<file path="config.mk">
export PLATFORM = sky130hd
export DESIGN_NAME = vend_controller_flat
export DESIGN_NICKNAME = d
export VERILOG_FILES = /design/src/rtl/vend_if.sv /design/src/rtl/vend_controller.sv /design/src/flat_wrapper.sv
export SDC_FILE = /design/constraint.sdc
export NUM_CORES = 1
export LEC_CHECK = 0
export ABC_AREA = 1
export BUFFER_PORTS_ARGS = -buffer_cell sky130_fd_sc_hd__buf_2
export CORE_ASPECT_RATIO = 1.2
export CORE_MARGIN = 5
export CORE_UTILIZATION = 59
export CTS_CLUSTER_SIZE = 8
export DETAILED_ROUTE_END_ITERATION = 16
export PLACE_DENSITY = 0.87
export SYNTH_ARGS = -nofsm -noshare
export SYNTH_HDL_FRONTEND = slang
export SYNTH_SLANG_ARGS = --single-unit
export TNS_END_PERCENT = 100
</file>
<file path="constraint.sdc">
create_clock -name clk -period 3.6 [get_ports clk]
set_input_delay 0.72 -clock clk [delete_from_list [all_inputs] [get_ports clk]]
set_output_delay 0.72 -clock clk [all_outputs]
set_load 0.005 [all_outputs]
</file>
<file path="src/rtl/vend_if.sv">
`default_nettype none
// ============================================================================
// Module  : vend_if
// Brief   : Coin/keypad, dispenser and change-ejector signals of vend_controller
// Revision: 1.0 - initial release
// ============================================================================
interface vend_if #(
  parameter int SEL_W    = 2,
  parameter int CREDIT_W = 8
);
  logic                coin5;
  logic                coin10;
  logic                sel_valid;
  logic [SEL_W-1:0]    sel_item;
  logic                cancel;
  logic                disp_req;
  logic [SEL_W-1:0]    disp_item;
  logic                disp_ack;
  logic                chg_req;
  logic                chg_ack;
  logic [CREDIT_W-1:0] credit;
  logic                coin_reject;
  logic                sel_denied;
  logic                busy;

  modport slave (
    input  coin5, coin10, sel_valid, sel_item, cancel, disp_ack, chg_ack,
    output disp_req, disp_item, chg_req, credit, coin_reject, sel_denied, busy
  );

  modport master (
    output coin5, coin10, sel_valid, sel_item, cancel, disp_ack, chg_ack,
    input  disp_req, disp_item, chg_req, credit, coin_reject, sel_denied, busy
  );
endinterface
`default_nettype wire

</file>
<file path="src/rtl/vend_controller.sv">
`default_nettype none
// ============================================================================
// Module  : vend_controller
// Brief   : Multi-item vending sequencer: credit, selection, dispense, change
// Revision: 1.0 - initial release
// ============================================================================
module vend_controller #(
  parameter int                            NUM_ITEMS  = 4,
  parameter int                            CREDIT_W   = 8,
  parameter logic [NUM_ITEMS*CREDIT_W-1:0] PRICES     = 32'h140F0A05,
  parameter int                            MAX_CREDIT = 50
) (
  input  logic  clk,
  input  logic  rst,
  vend_if.slave bus
);
  localparam int SEL_W = $clog2(NUM_ITEMS);
  localparam logic [CREDIT_W:0] C_FIVE = (CREDIT_W+1)'(5);
  localparam logic [CREDIT_W:0] C_TEN  = (CREDIT_W+1)'(10);
  localparam logic [CREDIT_W:0] C_MAX  = (CREDIT_W+1)'(MAX_CREDIT);

  typedef enum logic [1:0] {S_IDLE, S_COLLECT, S_VEND, S_CHANGE} state_e;

  state_e              state_q, state_d;
  logic [CREDIT_W-1:0] credit_q, credit_d;
  logic [SEL_W-1:0]    disp_item_q, disp_item_d;
  logic                disp_req_q, disp_req_d;
  logic                chg_req_q, chg_req_d;
  logic                coin_reject_q, coin_reject_d;
  logic                sel_denied_q, sel_denied_d;
  logic                busy_q, busy_d;

  logic [CREDIT_W-1:0] price_tab [NUM_ITEMS];
  for (genvar gi = 0; gi < NUM_ITEMS; gi++) begin : g_price
    assign price_tab[gi] = PRICES[gi*CREDIT_W +: CREDIT_W];
  end

  logic [CREDIT_W:0]   coin_add;
  logic [CREDIT_W:0]   coin_sum;
  logic                coin_any;
  logic                coin_fits;
  logic                sel_in_range;
  logic [SEL_W-1:0]    sel_idx;
  logic [CREDIT_W-1:0] sel_price;

  assign coin_add     = (bus.coin5 ? C_FIVE : '0) + (bus.coin10 ? C_TEN : '0);
  assign coin_any     = bus.coin5 | bus.coin10;
  assign coin_sum     = {1'b0, credit_q} + coin_add;
  assign coin_fits    = (coin_sum <= C_MAX);
  assign sel_in_range = ({1'b0, bus.sel_item} < (SEL_W+1)'(NUM_ITEMS));
  assign sel_idx      = sel_in_range ? bus.sel_item : '0;
  assign sel_price    = price_tab[sel_idx];

  always_comb begin
    state_d       = state_q;
    credit_d      = credit_q;
    disp_item_d   = disp_item_q;
    coin_reject_d = 1'b0;
    sel_denied_d  = 1'b0;
    unique case (state_q)
      S_IDLE, S_COLLECT: begin
        if (coin_any) begin
          if (coin_fits) credit_d = coin_sum[CREDIT_W-1:0];
          else           coin_reject_d = 1'b1;
        end
        state_d = (credit_d != '0) ? S_COLLECT : S_IDLE;
        // Cancel only acts with credit present; otherwise selection is evaluated on pre-coin credit
        if (bus.cancel && state_q == S_COLLECT) begin
          state_d = S_CHANGE;
        end else if (bus.sel_valid) begin
          if (!sel_in_range || credit_q < sel_price) begin
            sel_denied_d = 1'b1;
          end else begin
            disp_item_d = sel_idx;
            credit_d    = credit_d - sel_price;
            state_d     = S_VEND;
          end
        end
      end
      S_VEND: begin
        coin_reject_d = coin_any;
        if (bus.disp_ack) state_d = (credit_q != '0) ? S_CHANGE : S_IDLE;
      end
      S_CHANGE: begin
        coin_reject_d = coin_any;
        if (bus.chg_ack) begin
          credit_d = credit_q - C_FIVE[CREDIT_W-1:0];
          if (credit_q == C_FIVE[CREDIT_W-1:0]) state_d = S_IDLE;
        end
      end
      default: state_d = S_IDLE;
    endcase
    disp_req_d = (state_d == S_VEND);
    chg_req_d  = (state_d == S_CHANGE);
    busy_d     = disp_req_d | chg_req_d;
  end

  always_ff @(posedge clk or posedge rst) begin
    if (rst) begin
      state_q       <= S_IDLE;
      credit_q      <= '0;
      disp_item_q   <= '0;
      disp_req_q    <= 1'b0;
      chg_req_q     <= 1'b0;
      coin_reject_q <= 1'b0;
      sel_denied_q  <= 1'b0;
      busy_q        <= 1'b0;
    end else begin
      state_q       <= state_d;
      credit_q      <= credit_d;
      disp_item_q   <= disp_item_d;
      disp_req_q    <= disp_req_d;
      chg_req_q     <= chg_req_d;
      coin_reject_q <= coin_reject_d;
      sel_denied_q  <= sel_denied_d;
      busy_q        <= busy_d;
    end
  end

  assign bus.credit      = credit_q;
  assign bus.disp_item   = disp_item_q;
  assign bus.disp_req    = disp_req_q;
  assign bus.chg_req     = chg_req_q;
  assign bus.coin_reject = coin_reject_q;
  assign bus.sel_denied  = sel_denied_q;
  assign bus.busy        = busy_q;
endmodule
`default_nettype wire

</file>
<file path="src/flat_wrapper.sv">
// flat-port wrapper written by rule: the top's interface ports become plain ports
module vend_controller_flat 
#(
  parameter int                            NUM_ITEMS  = 4,
  parameter int                            CREDIT_W   = 8,
  parameter logic [NUM_ITEMS*CREDIT_W-1:0] PRICES     = 32'h140F0A05,
  parameter int                            MAX_CREDIT = 50
)
  (clk, rst, bus_coin5, bus_coin10, bus_sel_valid, bus_sel_item, bus_cancel, bus_disp_ack, bus_chg_ack, bus_disp_req, bus_disp_item, bus_chg_req, bus_credit, bus_coin_reject, bus_sel_denied, bus_busy);
  vend_if #(.SEL_W(2), .CREDIT_W(CREDIT_W)) bus_i ();
  input  logic clk;
  input  logic rst;
  input wire logic [$bits(bus_i.coin5)-1:0] bus_coin5;
  input wire logic [$bits(bus_i.coin10)-1:0] bus_coin10;
  input wire logic [$bits(bus_i.sel_valid)-1:0] bus_sel_valid;
  input wire logic [$bits(bus_i.sel_item)-1:0] bus_sel_item;
  input wire logic [$bits(bus_i.cancel)-1:0] bus_cancel;
  input wire logic [$bits(bus_i.disp_ack)-1:0] bus_disp_ack;
  input wire logic [$bits(bus_i.chg_ack)-1:0] bus_chg_ack;
  output wire logic [$bits(bus_i.disp_req)-1:0] bus_disp_req;
  output wire logic [$bits(bus_i.disp_item)-1:0] bus_disp_item;
  output wire logic [$bits(bus_i.chg_req)-1:0] bus_chg_req;
  output wire logic [$bits(bus_i.credit)-1:0] bus_credit;
  output wire logic [$bits(bus_i.coin_reject)-1:0] bus_coin_reject;
  output wire logic [$bits(bus_i.sel_denied)-1:0] bus_sel_denied;
  output wire logic [$bits(bus_i.busy)-1:0] bus_busy;
  assign bus_i.coin5 = bus_coin5;
  assign bus_i.coin10 = bus_coin10;
  assign bus_i.sel_valid = bus_sel_valid;
  assign bus_i.sel_item = bus_sel_item;
  assign bus_i.cancel = bus_cancel;
  assign bus_i.disp_ack = bus_disp_ack;
  assign bus_i.chg_ack = bus_chg_ack;
  assign bus_disp_req = bus_i.disp_req;
  assign bus_disp_item = bus_i.disp_item;
  assign bus_chg_req = bus_i.chg_req;
  assign bus_credit = bus_i.credit;
  assign bus_coin_reject = bus_i.coin_reject;
  assign bus_sel_denied = bus_i.sel_denied;
  assign bus_busy = bus_i.busy;
  vend_controller #(.NUM_ITEMS(NUM_ITEMS), .CREDIT_W(CREDIT_W), .PRICES(PRICES), .MAX_CREDIT(MAX_CREDIT)) u_core (.clk(clk), .rst(rst), .bus(bus_i));
endmodule
</file>
# [Yosys cells after proc, flatten, opt, wreduce, memory -nomap -nowiden]
# Cells that the tools add are included.
[op_classes] n_bitwise=5 n_eq_ne=7 mux=29 n_lt_le_gt_ge=3 n_reduce_logical=9 addsub=4
[ops] cell="8-bit two-way mux" n=9
[ops] cell="8-bit binary-select mux with 2-bit select" n=1
[ops] cell="8-bit one-hot mux with 2 select lines" n=1
[ops] cell="8-bit nonzero test" n=2
[ops] cell="2-bit two-way mux" n=7
[ops] cell="8-bit by 9-bit adder with 9-bit output" n=1
[ops] cell="9-bit adder" n=1
[ops] cell="9-bit by 6-bit less-or-equal comparator with 1-bit output, second input constant" n=1
[ops] cell="2-bit == test, second input constant" n=4
[ops] cell="8-bit by 3-bit == test with 1-bit output, second input constant" n=1
[ops] cell="8-bit less-than comparator" n=1
[ops] cell="8-bit by 3-bit subtractor with 8-bit output, second input constant" n=1
[ops] cell="8-bit subtractor" n=1
[ops] cell="1-bit two-way mux" n=7
[ops] cell="2-bit one-hot mux with 3 select lines" n=1
[ops] cell="4-bit two-way mux" n=1
[ops] cell="4-bit AND reduction" n=1
[ops] cell="2-bit OR reduction" n=2
[ops] cell="3-bit greater-or-equal comparator, second input constant" n=1
[ops] cell="3-bit two-way mux" n=1
[ops] cell="2-bit NOT with 3-bit output" n=1
[ops] cell="2-bit by 1-bit == test with 1-bit output, second input constant" n=1
[ops] cell="2-bit logical NOT" n=1
[ops] cell="2-bit inequality test, second input constant" n=1
[ops] cell="6 further kinds" n=8
[totals] register_bits=17 input_bits=10 word_cells=65 out_inout_bits=15

# [Depth between registers and ports, before layout]
[logic_depth] depth_word=15 mapped_depth=28

# [Worst setup path before layout]
# No wires, ideal clock.
[synth_path] path_type="input -> register" start="input port bus_coin5" end="register u_core.credit_q[6], in the netlist u_core.bus.credit[6]" n_path_buf=0 slack_ns=0.186 arrival_time_ns=3.336 cell_stages=25 path_cell_list="ha_1 > inv_1 > fa_1 > nor2_1 > nor2_1 > nand3_1 > nand2_1 > clkinv_2 > nand2_4 > nand3_4 > clkinv_4 > nand2_2 > o21ai_2 > ha_1 > inv_1 > fa_1 > nand2_1 > nand2_1 > nand2_2 > nand2_2 > nand2_1 > nand2_1 > nand2_1 > nand3_1 > a21oi_1"
[synth_via] elab_chain_cells=12 elab_cells_between_ends=13 cone_classes="3 x add/sub; 1 x order compare; 8 x mux; 1 x bitwise"
[synth_lines] item="from (decl)" line="flat_wrapper.sv:13" rtl="input wire logic [$bits(bus_i.coin5)-1:0] bus_coin5;"
[synth_lines] item="3-bit two-way mux" line="vend_controller.sv:46" rtl="assign coin_add = (bus.coin5 ? C_FIVE : '0) + (bus.coin10 ? C_TEN : '0);"
[synth_lines] item="9-bit adder" line="vend_controller.sv:46"
[synth_lines] item="8-bit by 9-bit adder with 9-bit output" line="vend_controller.sv:48" rtl="assign coin_sum = {1'b0, credit_q} + coin_add;"
[synth_lines] item="9-bit by 6-bit less-or-equal comparator with 1-bit output" line="vend_controller.sv:49" rtl="assign coin_fits = (coin_sum <= C_MAX);"
[synth_lines] item="8-bit two-way mux" line="vend_controller.sv:63" rtl="if (coin_fits) credit_d = coin_sum[CREDIT_W-1:0];"
[synth_lines] item="8-bit two-way mux *" line="vend_controller.sv:62" rtl="if (coin_any) begin"
[synth_lines] item="8-bit two-way mux *" line="vend_controller.sv:60" rtl="unique case (state_q)"
[synth_lines] item="8-bit subtractor" line="vend_controller.sv:75" rtl="credit_d = credit_d - sel_price;"
[synth_lines] item="8-bit two-way mux" line="vend_controller.sv:71" rtl="if (!sel_in_range || credit_q < sel_price) begin"
[synth_lines] item="8-bit two-way mux" line="vend_controller.sv:70" rtl="end else if (bus.sel_valid) begin"
[synth_lines] item="8-bit two-way mux *" line="vend_controller.sv:68" rtl="if (bus.cancel && state_q == S_COLLECT) begin"
[synth_lines] item="8-bit one-hot mux with 2 select lines *" line="vend_controller.sv:60"
[synth_lines] item="to (signal assigned)" line="vend_controller.sv:110" rtl="credit_q <= credit_d;"
[synth_lines] item="to (decl)" line="vend_controller.sv:25" rtl="logic [CREDIT_W-1:0] credit_q, credit_d;"
# Every way passes the cells marked *; elsewhere a longest branch is shown, timed or not. The select of a mux whose other input is x is not followed.
# A chain may end at the register's enable or synchronous reset.

# [Final worst setup path]
[layout_path] start="input port bus_coin5" end="register u_core.credit_q[2], in the netlist u_core.bus.credit[2]"
# Same word-level chain as after synthesis.

==> results.txt <==
The initial DRC count is 121. Setup violations remaining at the end of the flow were counted as 0. The cell family contributing the most delay on the critical path is adder cells. The final layout net count came out at 365. For this run, the leading register cell type out of synthesis is dfrtp_1. The largest individual stage delay along the critical path comes from the cell fa_2. The count of warnings emitted by yosys came out at 0.

The portion of synthesized cell area occupied by the leading cell type came out at 21.1%. The post-route minimum period came out at 3460 ps. The synthesized netlist devotes 41.5% of its cell area to simple gates. In the routed layout, each cell is associated on average with a via count of 5.73. The kind of end point of the critical path is a register.

The diode insertion count for antenna repair came out at 0. The count of flip-flops with a built-in enable after synthesis is 0. The remaining antenna violation count after routing is 0.

After detailed routing, the average wire length per cell comes to 14.5 um. After synthesis, the largest family of logic cells by area is simple AND/OR/NAND/NOR gates. The fraction of registers with async set/reset is 100%. The critical path contains buffers and inverters numbering 5 combined. The final design instance area without fill came out at 0.00238 mm^2. Compared with the post-synthesis result, the final layout area differs by 18.2%. The count of final hold-check violations came out at 0. The total CTS buffers is 3.

TritonCTS built the clock tree. The total power of the final layout came out at 1.72 mW. The count of cell types in the netlist is 41. The final layout contains routed wiring with a total length of 5360 um. The area used by multi-input combinational logic is 0.00141 mm^2. The number of max-slew violations in the final report is 0. The critical path's largest stage delay came out at 530 ps.

The adder and majority gate portion of the synthesized area is 13.8%. The cell count after synthesis is 291. The fraction of power consumed by combinational cells is 72.4%. The net load switching power came out at 0.910 mW. The post-synthesis register bit count is 17. Static timing analysis puts the maximum clock frequency at 289 MHz.

The via count of the first global-routing pass came out at 2048. The worst setup path is launched from a primary input. The fraction of final layout cells sized beyond drive strength 1 came out at 30.6%. The congestion estimate from routability-driven global placement came to 0.921.

The compound-gate portion of the synthesized area is 10.4%. Clock-pin slew was measured on the worst setup and hold paths at 70 ps. The post-route clock skew came out at 3.35 ps. The synthesized area per cell is 6.91 um^2. After floorplanning, the core was divided into 23 placement rows. The clock tree root driver cell is clkbuf_8. The multiplexer area fraction after synthesis came out at 0%. The cell accounting for the most synthesized area is dfrtp_1. The fraction of power consumed by sequential logic came out at 18.8%. In the layout the commonest cells are 69 x nand2_1, 41 x inv_1, 24 x buf_2, 22 x nand3_1, 20 x nor2_1. The floorplan step defined a core boundary enclosing 0.00331 mm^2. After detailed placement, the total cell area comes to 0.00226 mm^2. The source-to-sink clock delay at the later pin of the worst-skew pair is 260 ps. The path class of the tightest hold or removal check is reg -> reg. The max-capacitance violation count came out at 0. The depth of the CTS H-tree is 1. The die covers 0.00468 mm^2. The leakage power figure is 1.24 nW. The maximum count of clock buffers along a single path is 2. By area the synthesized netlist is led by dfrtp_1 21%, nand2_1 13%, ha_1 12%. Summing all flip-flop and latch instances after layout gives 425 um^2. The count of filler cells inserted in the layout is 246. In this run the worst path has a maximum fanout of 6.

The share of the yosys chip area belonging to registers is 21.1%. The overall die height is 74.0 um. After Yosys synthesis, XOR and XNOR cells account for 1.68% of the synthesized area. The most frequent standard cell in the layout excluding fill and tap cells is nand2_1. The critical path is of the in -> reg type. The overall die width is 63.3 um.

The global-route wire length before repair came out at 8830 um. The relative slew slack is 56.5%. The pin count of the biggest net entering global routing came out at 18. The number of nets handed over by synthesis was 322.

The detailed placement HPWL is 4190 um. The number of antenna violations at the first check in global routing is 0. The quantity of hold-fixing buffers added after cts came out at 0. Traced cell by cell, the critical path runs through buf_2 -> ha_4 -> inv_1 -> fa_2 -> nor2_1 -> nor2_1 -> nand3_1 -> nand2_1 -> clkinv_2 -> nand2_4 -> nand3_4 -> clkinv_4 -> nand2_2 -> o21ai_2 -> ha_2 -> inv_2 -> fa_2 -> xor2_1 -> o21ai_0 -> o21bai_1 -> a22oi_1. The period utilization came out at 96.0%. The run finished with clean final reports. At the worst endpoint, the required time is 3740 ps. The number of clock sinks is 17. The post-route DRC violation count is 0. Before antenna repair, the detailed router went through 5 iterations. The worst path arrival time came out at 3590 ps. The via count came out at 2119. The largest vdd supply drop came out at 0.445 mV. The total global routing overflow came out at 0. The cell area after synthesis is 0.00201 mm^2.

The net switching share of the total power is 52.8%. The power density over the cells is 724 mW/mm^2. The transition time at the pin with the least slew margin is 652 ps. The number of buffers inserted by port buffering is 24. Once the floorplan was initialized, standard cells occupied 60.8% of the core. The total global routing track utilization came out at 23.1%. The number of top-level design ports is 25. The cell-internal power is 0.813 mW. The clock network fraction of total power is 8.8%.
[synthesized netlist by cell type (2+ instances only)]
library cell and number:
a21oi_1 15, a31oi_1 2, and3_1 2, buf_6 2
dfrtp_1 17, fa_1 2, ha_1 19, inv_1 44
inv_2 4, nand2_1 71, nand2_2 14, nand2_4 2
nand3_1 22, nand3_2 6, nand3_4 2, nand3b_1 3
nand4_1 5, nor2_1 20, nor2_2 4, nor2_4 2
o211ai_1 2, o21ai_0 7, o21ai_2 4, or2_1 2
xor2_1 2
[tightest hold or removal path, stage by stage, from the launching register on]
cell     delay (ps)
dfrtp_1         340
nand2_1          50
o21ai_0          60
[metrics by stage]
stage          utilization (%)  cells  hold WS, ps  setup TNS, ps  worst slack [ps]
4_1_cts                   69.9    368          487              0               211
6_report                  71.9    370          483              0               144
3_3_place_gp              68.4    364          469              0              48.2
3_5_place_dp              68.4    364          469           -192             -63.9
5_1_grt                   71.9    370          546          -70.7             -30.7
2_1_floorplan                -    291          476              0               186
[metal layers]
layer | global-route usage (%) | vias up | wire length [um]
li1 | - | 1023 | -
met1 | 26.8 | 970 | 2080
met2 | 41.2 | 100 | 2670
met3 | 4.38 | 26 | 411
met4 | 11.5 | 0 | 195
met5 | 0 | - | 0
[kinds of logic (layout without fill, tap and decap cells)]
kind of cell               after synthesis  count (layout)
and+or+nand+nor                        161             161
adders and majority gates               21              21
AOI/OAI and AO/OA                       35              35
buffers and inverters                   54              96
xor gates and xnor gates                 3               3
DFF                                     17              17
[registers in the layout, indices dropped and copies added, names as in the netlist]
name                    count
u_core.bus.disp_item        2
u_core.bus.chg_req          1
u_core.bus.sel_denied       1
u_core.bus.disp_req         1
u_core.state_q              2
u_core.bus.busy             1
u_core.bus.coin_reject      1
u_core.bus.credit           8
[power groups by stage]
stage / sequential, mW / combinational [mW] / clock, mW
4_1_cts: 0.319 / 1.17 / 0.153
5_1_grt: 0.331 / 1.40 / 0.163
6_report: 0.324 / 1.25 / 0.151
3_3_place_gp: 0.321 / 1.12 / 0
3_5_place_dp: 0.323 / 1.16 / 0
2_1_floorplan: 0.279 / 0.864 / 0
[area by class of cell]
class,instances,area share [%]
inverters,50,8.15
repair buffers,42,10.7
well taps,37,1.95
clock inverters,1,0.316
clock buffers,3,1.74
flip-flops and latches,17,17.9
multi-input cells,220,59.2
[what timing repair did]
action	CTS	global route
gates resized for setup	0	13
endpoints found under the setup margin	0	6
buffers inserted	0	2
[worst paths after layout]
kind / cells after the start / endpoint / slack, ps / from
hold reg to reg: 2 / u_core.bus.disp_item[0] / 480 / u_core.bus.disp_item[0]
setup reg to reg: 19 / u_core.bus.credit[2] / 230 / u_core.bus.credit[1]
setup / recovery: 21 / u_core.bus.credit[2] / 140 / bus_coin5
max in group asynchronous: 2 / u_core.bus.credit[5] / 2640 / rst
min in group asynchronous: 2 / u_core.state_q[1] / 540 / rst
hold / removal: 2 / u_core.bus.disp_item[0] / 480 / u_core.bus.disp_item[0]
No activity file was read; power rests on OpenSTA's default activity.
